[src/rtl/matmul_tile_sequencer.sv]
// matmul_tile_sequencer: sweeps an MxNxK tiled matmul, issuing one core run per tile
// with incrementally generated A/B/C tile addresses and a sticky done register.
module matmul_tile_sequencer #(
    parameter int ADDR_W   = 11,
    parameter int STRIDE_W = 8,
    parameter int TILE     = 4,
    parameter int CNT_W    = 4
) (
    input  logic                 clk,
    input  logic                 reset,
    input  logic                 start_reg,
    input  logic                 clear_done_reg,
    input  logic                 accum_mode,
    input  logic [ADDR_W-1:0]    base_a,
    input  logic [ADDR_W-1:0]    base_b,
    input  logic [ADDR_W-1:0]    base_c,
    input  logic [STRIDE_W-1:0]  stride_a,
    input  logic [STRIDE_W-1:0]  stride_b,
    input  logic [STRIDE_W-1:0]  stride_c,
    input  logic [CNT_W-1:0]     m_tiles,
    input  logic [CNT_W-1:0]     n_tiles,
    input  logic [CNT_W-1:0]     k_tiles,
    input  logic                 core_done,
    output logic                 core_start,
    output logic                 core_clear_done,
    output logic [ADDR_W-1:0]    core_addr_a,
    output logic [ADDR_W-1:0]    core_addr_b,
    output logic [ADDR_W-1:0]    core_addr_c,
    output logic                 core_accum,
    output logic                 core_store,
    output logic                 busy,
    output logic                 done_reg,
    output logic [3*CNT_W-1:0]   tile_count
);
    localparam int TS = $clog2(TILE);

    typedef enum logic [2:0] {IDLE, LOAD, RUN, RELEASE, NEXT, DONE} state_t;

    state_t              state_q, state_d;
    logic                start_q, start_d, armed_q, armed_d, accum_q, accum_d;
    logic [CNT_W-1:0]    keff_q, keff_d, m_q, m_d, n_q, n_d;
    logic [CNT_W-1:0]    mi_q, mi_d, ni_q, ni_d, ki_q, ki_d;
    logic [STRIDE_W-1:0] sa_q, sa_d, sb_q, sb_d, sc_q, sc_d;
    logic [ADDR_W-1:0]   base_a_q, base_a_d;
    logic [ADDR_W-1:0]   a_q, a_d, b_q, b_d, c_q, c_d;
    logic [ADDR_W-1:0]   a_row_q, a_row_d, b_col_q, b_col_d, c_col_q, c_col_d;
    logic [3*CNT_W-1:0]  cnt_q, cnt_d;
    logic [ADDR_W-1:0]   step_a, step_b, step_c, tile_step;
    logic [CNT_W-1:0]    keff_in;

    assign step_a    = ADDR_W'(sa_q) << TS;
    assign step_b    = ADDR_W'(sb_q) << TS;
    assign step_c    = ADDR_W'(sc_q) << TS;
    assign tile_step = ADDR_W'(TILE);
    assign keff_in   = accum_mode ? k_tiles : CNT_W'(1);

    always_ff @(posedge clk) begin
        if (reset) begin
            state_q  <= IDLE;
            start_q  <= 1'b0;
            armed_q  <= 1'b0;
            accum_q  <= 1'b0;
            keff_q   <= '0;
            m_q      <= '0;
            n_q      <= '0;
            mi_q     <= '0;
            ni_q     <= '0;
            ki_q     <= '0;
            sa_q     <= '0;
            sb_q     <= '0;
            sc_q     <= '0;
            base_a_q <= '0;
            a_q      <= '0;
            b_q      <= '0;
            c_q      <= '0;
            a_row_q  <= '0;
            b_col_q  <= '0;
            c_col_q  <= '0;
            cnt_q    <= '0;
        end else begin
            state_q  <= state_d;
            start_q  <= start_d;
            armed_q  <= armed_d;
            accum_q  <= accum_d;
            keff_q   <= keff_d;
            m_q      <= m_d;
            n_q      <= n_d;
            mi_q     <= mi_d;
            ni_q     <= ni_d;
            ki_q     <= ki_d;
            sa_q     <= sa_d;
            sb_q     <= sb_d;
            sc_q     <= sc_d;
            base_a_q <= base_a_d;
            a_q      <= a_d;
            b_q      <= b_d;
            c_q      <= c_d;
            a_row_q  <= a_row_d;
            b_col_q  <= b_col_d;
            c_col_q  <= c_col_d;
            cnt_q    <= cnt_d;
        end
    end

    // armed_q requires start_reg to be seen low after reset, so a level held through reset never triggers
    always_comb begin
        state_d  = state_q;
        start_d  = start_reg;
        armed_d  = armed_q | ~start_reg;
        accum_d  = accum_q;
        keff_d   = keff_q;
        m_d      = m_q;
        n_d      = n_q;
        mi_d     = mi_q;
        ni_d     = ni_q;
        ki_d     = ki_q;
        sa_d     = sa_q;
        sb_d     = sb_q;
        sc_d     = sc_q;
        base_a_d = base_a_q;
        a_d      = a_q;
        b_d      = b_q;
        c_d      = c_q;
        a_row_d  = a_row_q;
        b_col_d  = b_col_q;
        c_col_d  = c_col_q;
        cnt_d    = cnt_q;
        case (state_q)
            IDLE: state_d = (start_reg & ~start_q & armed_q) ? LOAD : IDLE;
            LOAD: begin
                accum_d  = accum_mode;
                keff_d   = keff_in;
                m_d      = m_tiles;
                n_d      = n_tiles;
                mi_d     = '0;
                ni_d     = '0;
                ki_d     = '0;
                sa_d     = stride_a;
                sb_d     = stride_b;
                sc_d     = stride_c;
                base_a_d = base_a;
                a_d      = base_a;
                a_row_d  = base_a;
                b_d      = base_b;
                b_col_d  = base_b;
                c_d      = base_c;
                c_col_d  = base_c;
                cnt_d    = '0;
                state_d  = (m_tiles == '0 || n_tiles == '0 || keff_in == '0) ? DONE : RUN;
            end
            RUN: state_d = core_done ? RELEASE : RUN;
            RELEASE: begin
                state_d = core_done ? RELEASE : NEXT;
                cnt_d   = core_done ? cnt_q : cnt_q + 1'b1;
            end
            NEXT: begin
                state_d = RUN;
                if (ki_q != keff_q - 1'b1) begin
                    ki_d = ki_q + 1'b1;
                    a_d  = a_q + step_a;
                    b_d  = b_q + tile_step;
                end else begin
                    ki_d = '0;
                    if (mi_q != m_q - 1'b1) begin
                        mi_d    = mi_q + 1'b1;
                        a_row_d = a_row_q + tile_step;
                        a_d     = a_row_q + tile_step;
                        b_d     = b_col_q;
                        c_d     = c_q + tile_step;
                    end else begin
                        mi_d    = '0;
                        a_row_d = base_a_q;
                        a_d     = base_a_q;
                        if (ni_q != n_q - 1'b1) begin
                            ni_d    = ni_q + 1'b1;
                            b_col_d = b_col_q + step_b;
                            b_d     = b_col_q + step_b;
                            c_col_d = c_col_q + step_c;
                            c_d     = c_col_q + step_c;
                        end else begin
                            ni_d    = '0;
                            state_d = DONE;
                        end
                    end
                end
            end
            DONE: state_d = clear_done_reg ? IDLE : DONE;
            default: state_d = IDLE;
        endcase
    end

    assign core_start      = state_q == RUN;
    assign core_clear_done = state_q == RELEASE;
    assign core_accum      = core_start & accum_q & (ki_q != '0);
    assign core_store      = core_start & (ki_q == keff_q - 1'b1);
    assign busy            = state_q != IDLE && state_q != DONE;
    assign done_reg        = state_q == DONE;
    assign core_addr_a     = a_q;
    assign core_addr_b     = b_q;
    assign core_addr_c     = c_q;
    assign tile_count      = cnt_q;
endmodule
[config.mk]
export PLATFORM = sky130hd
export DESIGN_NAME = matmul_tile_sequencer
export DESIGN_NICKNAME = d
export VERILOG_FILES = /design/src/rtl/matmul_tile_sequencer.sv
export SDC_FILE = /design/constraint.sdc
export NUM_CORES = 1
export LEC_CHECK = 0
export CAP_MARGIN = 20
export CORE_ASPECT_RATIO = 1.1
export CORE_MARGIN = 2
export CORE_UTILIZATION = 50
export CTS_CLUSTER_SIZE = 20
export DETAILED_ROUTE_END_ITERATION = 6
export GPL_TIMING_DRIVEN = 0
export HOLD_SLACK_MARGIN = 0.03
export PLACE_DENSITY = 0.75
export SYNTH_ARGS = -nofsm -noshare
export SYNTH_HDL_FRONTEND = slang
export SYNTH_SLANG_ARGS = --single-unit
export TNS_END_PERCENT = 5
[constraint.sdc]
create_clock -name clk -period 3.3 [get_ports clk]
set_input_delay 0.33 -clock clk [delete_from_list [all_inputs] [get_ports clk]]
set_output_delay 0.33 -clock clk [all_outputs]
set_load 0.02 [all_outputs]
## Word-level counts from Yosys, hierarchy flattened

Cells that the tools add are included.

| operators by class | value |
|---|---|
| add/sub/neg operators | 13 |
| equality and inequality tests | 16 |
| multiplexer cells | 40 |
| bitwise logic cells | 8 |
| reductions and logical operators | 17 |

Operator list:

| operator | number |
|---|---|
| $mux W11 | 13 |
| $pmux W11 S2 | 6 |
| $add A11 B10 Y11 | 3 |
| $add A11 B3 Y11 const B | 3 |
| $mux W4 | 7 |
| $pmux W12 S2 | 1 |
| $pmux W4 S2 | 3 |
| $mux W3 | 6 |
| $pmux W3 S6 | 1 |
| $add A12 B1 Y12 const B | 1 |
| $add A4 B1 Y4 const B | 3 |
| $logic_not A4 Y1 | 3 |
| $mux W12 | 1 |
| $ne A4 B4 Y1 | 3 |
| $sub A4 B1 Y4 const B | 3 |
| $ne A2 B2 Y1 const B | 4 |
| $eq A3 B2 Y1 const B | 2 |
| $eq A3 B3 Y1 const B | 2 |
| $ne A3 B3 Y1 const B | 2 |
| $reduce_and A2 Y1 | 3 |
| $reduce_and A3 Y1 | 2 |
| $and A1 B1 Y1 | 5 |
| $eq A4 B4 Y1 | 1 |
| $ne A4 B4 Y1 const B | 1 |
| 11 further kinds | 15 |

| word-level totals | value |
|---|---|
| register bits after elaboration | 143 |
| input port bits | 75 |
| output and inout bits | 51 |
| logic and storage cells | 115 |

## Depth between registers and ports, before layout

Gate-level depths: netlist of the first run.

| logic depth | value |
|---|---|
| depth after elaboration | 6 |
| mapped depth | 11 |
| gate-level depth less buffers | 8 |

## Worst setup path after synthesis of the first run

Ideal clock, no wire load.

| timing path | value |
|---|---|
| kind | reg2reg |
| start point | register sb_q[0] |
| end point | register b_q[10], in the netlist core_addr_b[10] |
| setup time | 0.131 ns |
| arrival time | 2.348 ns |
| data required time | 3.169 ns |
| setup slack | 0.821 ns |
| cell stages (with the launch flop) | 9 |
| buffers on the path | 0 |
| period minus slack after synthesis | 2.479 ns |
| cells stage by stage | dfxtp_1 ha_1 fa_1 a211oi_1 o21ai_0 a2111oi_0 nor3_1 a211oi_1 a21oi_1 |

| on the way | value |
|---|---|
| longest elaborated chain between the ends | 5 |

RTL lines:

| what | line | source |
|---|---|---|
| start, declared | 43 | `logic [STRIDE_W-1:0] sa_q, sa_d, sb_q, sb_d, sc_q, sc_d;` |
| start signal, assigned | 70 | `sb_q <= '0;` |
| start signal, assigned | 92 | `sb_q <= sb_d;` |
| $add A11 B10 Y11 | 177 | `b_d = b_col_q + step_b;` |
| $mux W11 | 174 | `if (ni_q != n_q - 1'b1) begin` |
| $mux W11 | 164 | `if (mi_q != m_q - 1'b1) begin` |
| $mux W11 | 158 | `if (ki_q != keff_q - 1'b1) begin` |
| $pmux W11 S2 | 128 | `case (state_q)` |
| end signal, assigned | 74 | `b_q <= '0;` |
| end signal, assigned | 96 | `b_q <= b_d;` |
| end, declared | 45 | `logic [ADDR_W-1:0] a_q, a_d, b_q, b_d, c_q, c_d;` |

Every way passes these cells. The select of a mux whose other input is x is not followed.
A chain may end at the register's enable or synchronous reset.

## Final worst setup path of the first run

| timing path | value |
|---|---|
| start point | register keff_q[0] |
| end point | output core_store |

| on the way | value |
|---|---|
| longest elaborated chain between the ends | 3 |

RTL lines:

| what | line | source |
|---|---|---|
| start, declared | 41 | `logic [CNT_W-1:0] keff_q, keff_d, m_q, m_d, n_q, n_d;` |
| start signal, assigned | 85 | `keff_q <= keff_d;` |
| $sub A4 B1 Y4 | 195 | `assign core_store = core_start & (ki_q == keff_q - 1'b1);` |
| $eq A4 B4 Y1 | 195 |  |
| $and A1 B1 Y1 | 195 |  |
| end, declared | 30 | `output logic core_store,` |

Every way passes these cells.

==> results of run 1 <==
[power groups by stage]
stage	clock network [mW]	logic [mW]	registers, mW
finish	2.10	0.637	1.88
global route	2.19	0.690	1.89
CTS	2.10	0.629	1.88
global placement	0	0.617	1.91
detailed placement	0	0.624	1.91
floorplan	0	0.325	1.92
[tightest hold or removal path, stage by stage]
cell and delay (ps):
clkdlybuf4s50_1 390, nand2_1 50, a21oi_1 50
[per-stage QoR]
stage / setup slack, ps / instances / area [µm²] / total power [mW] / hold WS [ps]
3_3_place_gp: 300.9 / 1318 / 9284 / 2.526 / 438.1
3_5_place_dp: 394.6 / 1320 / 9293 / 2.536 / 448.2
2_1_floorplan: 821.0 / 997 / 7787 / 2.249 / 421.8
6_report: 141.0 / 1352 / 9935 / 4.617 / 441.8
5_1_grt: 6.994 / 1352 / 9935 / 4.766 / 448.2
4_1_cts: 120.0 / 1352 / 9935 / 4.606 / 438.0
[kinds of logic (layout without fill, tap and decap cells)]
| logic type | after synthesis | count (layout) |
|---|---|---|
| muxes | 14 | 14 |
| adders and majority gates | 38 | 38 |
| buffers and inverters | 79 | 238 |
| and+or+nand+nor | 393 | 393 |
| DFF | 143 | 143 |
| AOI/OAI and AO/OA | 270 | 270 |
| xor gates and xnor gates | 60 | 60 |
[layer usage]
layer / part of all wire [%] / vias up
met4: 3.7 / 0
met3: 9.3 / 71
met2: 46 / 438
li1: - / 3819
met5: 0 / -
met1: 41 / 3739
[what timing repair did]
action | CTS | global route
pin swaps | 0 | 0
hold buffers | 0 | 0
endpoints found under the setup margin | 1 | 1
buffers inserted | 0 | 0
gates resized for setup | 1 | 1
[registers in the layout, summed over array words and instances, names as in the netlist, 8 cells and up]
register and cells:
b_col_q 11, sb_q 8, core_addr_b 11, a_row_q 11
tile_count 12, sc_q 8, base_a_q 11, c_col_q 11
core_addr_c 11, sa_q 8, core_addr_a 11
[worst paths after layout]
| kind | from | endpoint | cells after the start |
|---|---|---|---|
| setup / recovery | keff_q[0] | core_store | 8 |
| hold / removal | stride_a[7] | sa_q[7] | 3 |
| setup reg to reg | state_q[2] | core_addr_c[3] | 7 |
| hold reg to reg | c_col_q[1] | c_col_q[1] | 2 |
[synthesized netlist by cell type, types with 5 or more instances]
master / number / area share (%)
buf_2: 7 / 0.45
clkbuf_1: 40 / 1.9
or3_1: 10 / 0.80
nor3_1: 23 / 1.5
nand2b_1: 7 / 0.56
buf_1: 6 / 0.29
a221oi_1: 6 / 0.67
and3_1: 5 / 0.40
xnor2_1: 39 / 4.4
a31oi_1: 11 / 0.88
a311oi_1: 12 / 1.3
a211oi_1: 20 / 1.9
a21oi_1: 104 / 6.7
nor2_1: 97 / 4.7
dfxtp_1: 143 / 37
nand3_1: 36 / 2.3
and2_1: 5 / 0.40
mux2_2: 5 / 0.72
nand2_1: 181 / 8.7
o21ai_0: 51 / 3.3
a22oi_1: 9 / 0.87
o211ai_1: 10 / 0.96
inv_1: 23 / 1.1
xor2_1: 19 / 2.1
ha_1: 35 / 5.6
mux2i_1: 9 / 1.2
nor2b_1: 9 / 0.72
[cell type report]
| cell class | count | area [µm²] | area share, % |
|---|---|---|---|
| multi-input combinational | 775 | 4612 | 46.42 |
| tap | 196 | 245.2 | 2.469 |
| clock inverter | 11 | 160.2 | 1.612 |
| inverter | 24 | 90.09 | 0.9068 |
| timing repair buffer | 127 | 1260 | 12.68 |
| sequential | 143 | 2863 | 28.82 |
| buffer | 55 | 224.0 | 2.254 |
| clock buffer | 21 | 480.5 | 4.836 |
[placed cells by master, fill, tap and decap left out, types with 10 or more instances in the layout]
cell / Yosys / routed
nand2_1: 181 / 181
or3_1: 10 / 10
xor2_1: 19 / 19
xnor2_1: 39 / 39
clkbuf_1: 40 / 39
nor2_1: 97 / 97
a21oi_1: 104 / 104
dfxtp_1: 143 / 143
ha_1: 35 / 35
nor3_1: 23 / 23
o21ai_0: 51 / 51
clkbuf_16: 0 / 17
o211ai_1: 10 / 10
a211oi_1: 20 / 20
nand3_1: 36 / 36
a311oi_1: 12 / 12
a31oi_1: 11 / 11
inv_1: 23 / 23
clkdlybuf4s50_1: 0 / 125
==> impl_results.md, run 1 <==
- Status: complete, no violations
- Worst EP arrival: 2830 ps
- Inserted Diodes: 0
- Met2 GRT Util: 50.49%
- Clk buf depth: 2
- RSZ-0062 raised after global routing: false
- Post-synthesis adder-cell area fraction: 6.395%
- Average size of a mapped cell: 7.811 µm²
- FMAX: 316.6 MHz
- IO Pins: 126
- Combinational family with the most area after synthesis: simple AND/OR/NAND/NOR gates
- Total die area: 0.01659 mm²
- Global placement routability congestion: 0.9521
- First-pass GRT wire length: 40130 µm
- Switching power total: 1.195 mW
- Die Wd: 123.0 µm
- Worst Setup End Kind: output port
- DRT Pass-1 Iters: 6
- Gate power share: 13.8%
- #FFs+latches synth: 143
- Worst setup SP type: flip-flop
- Clock buffer count from CTS: 17
- Share of layout cells above drive strength 1: 4.931%
- Peak supply drop: 0.3924 mV
- Critical path's top delay family: buffers and inverters
- Hold violation total from the final report: 0
- Gr usage total: 31.57%
- Met1 usage: 40.90%
- Via count: 8067
- Setup TNS: 0 ps
- FFs w/ async S/R, synth: 0%
- Fin crit period: 3159 ps
- Root Buffer: clkbuf_16
- Switch share: 25.88%
- Mapped cell area: 0.007787 mm²
- GR Util met3: 5.701%
- # rows: 47
- Worst-path clk slew: 60 ps
- Drc violations: 0
- Flop pwr share: 40.7%
- CP max stage delay: 600 ps
- Cells after Synth: 997
- Crit-path cells: inv_1 -> ha_1 -> xor2_1 -> nand2_1 -> nor3_1 -> buf_2 -> and2_1 -> clkdlybuf4s50_1
- Final Setup Violations: 0
- Crit path required time: 2970 ps
- Final wirelength: 25650 µm
- Core ar.: 0.01517 mm²
- Yosys warns: 0
- CTS tree: done
- Worst Hold Class: in2reg
- Synth Area in Compound Gates: 21.77%
- Syn nets: 1110
- Area delta synth->final: 27.57%
- GRT Residual Overflow: 0
- Post-synthesis mux area share: 1.880%
- Pwr Density: 464.7 mW/mm²
- Critical path's slowest cell: clkdlybuf4s50_1
- Initial antenna violation count: 0
- Global route hottest layer: met2
- Register area share after synthesis: 36.76%
- Wire per inst: 18.97 µm
- Via-to-Cell Ratio: 5.967
- Setup CP Type: reg2out
- DPL Wire Length: 18500 µm
- XOR/XNOR Fraction of Synth Area: 7.102%
- Worst slew pin tran: 1106 ps
- Nets@finish: 1256
- Worst skew pair latency: 430 ps
- Vias in the first global route: 7656
- Port buffer count: 125
- Max Cap Viol: 0
- Initial drt markers: 988
- Fillers: 1349
- Internal power: 3.422 mW
- Htree depth: 4
- Die height: 134.9 µm
- Post-synth EDFFs: 0
- Max FO, Critical Path: 10
- Final worst-path cycle share: 95.73%
- Clock sink count: 143
- Worst slew margin: 25.72%
- Largest net degree at the start of global routing: 17
- Final core utilization: 65.48%
- Max-slew violations: 0
- Clock power frac: 45.5%
- Worst Path Buf+Inv: 3
- Simple-gate share of the synthesized area: 22.08%
- Layout Skew: 8.313 ps
- Synth cell types: 61
- R2r setup slk: 200 ps
- Final ANT Viol Nets: 0
- Lkg Pwr: 3.609 nW
- Post-synth top flop: dfxtp_1
- Initial core utilization: 51.33%
(Power assumes the default switching activity.)
==> run 2, diff against run 1 <==
--- a/config.mk
+++ b/config.mk
@@ -6,8 +6,8 @@
 export NUM_CORES = 1
 export LEC_CHECK = 0
 export CAP_MARGIN = 20
-export CORE_ASPECT_RATIO = 1.1
-export CORE_MARGIN = 2
+export CORE_ASPECT_RATIO = 0.8
+export CORE_MARGIN = 4
 export CORE_UTILIZATION = 50
 export CTS_CLUSTER_SIZE = 20
 export DETAILED_ROUTE_END_ITERATION = 6
==> run 2 against run 1 <==
Sequential power hardly changed. Wire length up 1.6%. Highest routed layer unchanged. Critical path type is now reg2reg. Sequential share of layout area is essentially flat. Largest power group unchanged.
==> impl_results.md, run 2 (synthesized netlist as in run 1, its figures left out) <==
- Status: complete, no violations
- Pwr Density: 455.1 mW/mm²
- Dpl cells: 1333
- Clock buffer count from CTS: 17
- Peak supply drop: 0.3908 mV
- DPL Wire Length: 18760 µm
- Final ANT Viol Nets: 0
- First-pass GRT wire length: 40200 µm
- Worst skew pair latency: 440 ps
- Final worst-path cycle share: 95.70%
- FF/Latch Area: 0.002863 mm²
- Root Buffer: clkbuf_16
- Max Cap Viol: 0
- Largest net degree at the start of global routing: 17
- Final wirelength: 26070 µm
- Crit path required time: 3640 ps
- DRT Pass-1 Iters: 7
- Most common cell after layout, fill and taps aside: nand2_1
- Post-CTS setup buffer count: 0
- Initial core utilization: 51.35%
- Die Wd: 147.5 µm
- Port buffer count: 125
- Setup TNS: 0 ps
- Worst setup SP type: flip-flop
- Layout Skew: 8.175 ps
- Worst-path clk slew: 60 ps
- Max FO, Critical Path: 10
- Final Instance Count excl. Fillers: 1365
- Worst slew pin tran: 1067 ps
- Hold-fix buffer count after cts: 0
- Initial drt markers: 1056
- Nets@finish: 1255
- Lkg Pwr: 3.581 nW
- Worst Setup End Kind: flip-flop
- Worst Hold Class: in2reg
- Multi-input gate area: 0.004617 mm²
- Gr usage total: 29.08%
- Inserted Diodes: 0
- Fin crit period: 3158 ps
- IO Pins: 126
- Vias in the first global route: 7276
- Total die area: 0.01765 mm²
- R2r setup slk: 140 ps
- Worst slew margin: 28.43%
- Wire per inst: 19.10 µm
- FMAX: 316.6 MHz
- CTS tree: done
- Fillers: 1324
- Met1 WL: 11260 µm
- Max Used Layer: met4
- Initial antenna violation count: 0
- # rows: 40
- Final Setup Violations: 0
- Commonest cells after routing, fill and taps aside: nand2_1, dfxtp_1, clkdlybuf4s50_1, a21oi_1, nor2_1
- Die height: 119.6 µm
- RSZ-0062 raised after global routing: false
- Share of layout cells above drive strength 1: 5.022%
- Largest register FFs: 12
- Met2 routed WL: 10970 µm
- Max-slew violations: 0
- Core ar.: 0.01516 mm²
- Via-to-Cell Ratio: 5.951
- Clk buf depth: 2
- Worst EP arrival: 3500 ps
- Setup CP Type: reg2reg
- GRT Residual Overflow: 0
- Area delta synth->final: 27.38%
- Met3 routed WL: 3131 µm
- Clock sink count: 143
- Via count: 8123
- Hold violation total from the final report: 0
- Global placement routability congestion: 0.9616
- Hold WS: 437.3 ps
- Drc violations: 0
- Htree depth: 4
==> run 2: area by class of cell <==
cell class | count | share of cell area, %
clock inverter | 14 | 1.665
timing repair buffer | 126 | 12.69
clock buffer | 18 | 4.427
buffer | 55 | 2.258
tap | 210 | 2.649
sequential | 143 | 28.86
inverter | 24 | 0.9082
multi-input combinational | 775 | 46.54
==> run 2: worst paths after layout <==
kind | startpoint | end | cells past startpoint
worst min register to register | a_row_q[0] | a_row_q[0] | 2
worst max register to register | m_q[0] | core_addr_c[1] | 11
worst min-delay path | stride_a[3] | sa_q[3] | 3
worst max-delay path | m_q[0] | core_addr_c[1] | 11
==> run 2: worst max-delay path: stages (launching register included) <==
cell and delay (ps):
dfxtp_1 390, inv_1 60, ha_1 300, xor2_1 190, and3_1 190, clkbuf_1 430, o211ai_1 360, a2bb2oi_1 350
buf_4 250, buf_4 240, nor2_1 80, a211oi_1 210
==> run 2: metal layers <==
| layer | up-vias | GRT usage, % |
|---|---|---|
| met5 | - | 0 |
| met4 | 0 | 10.30 |
| met3 | 68 | 6.531 |
| met2 | 506 | 42.65 |
| met1 | 3717 | 41.94 |
| li1 | 3832 | - |
==> run 2: repair_timing <==
action                                  CTS  global route
endpoints found under the hold margin     0             0
endpoints found under the setup margin    0             1
gates resized for setup                   0             2
==> run 2: metrics by stage <==
stage / setup WS, ps / instance area (µm²) / power [mW] / utilization [%]
floorplan: 821.0 / 7787 / 2.249 / -
global placement: 161.9 / 9301 / 2.524 / 61.34
detailed placement: 350.8 / 9314 / 2.533 / 61.42
CTS: 15.12 / 9918 / 4.501 / 65.40
global route: 61.48 / 9920 / 4.649 / 65.41
finish: 141.8 / 9920 / 4.515 / 65.41
==> run 2: power breakdown <==
part           total, mW  switching [mW]  internal, mW
Clock               2.00           0.793          1.21
Combinational      0.641           0.360         0.281
Sequential          1.88          0.0721          1.80
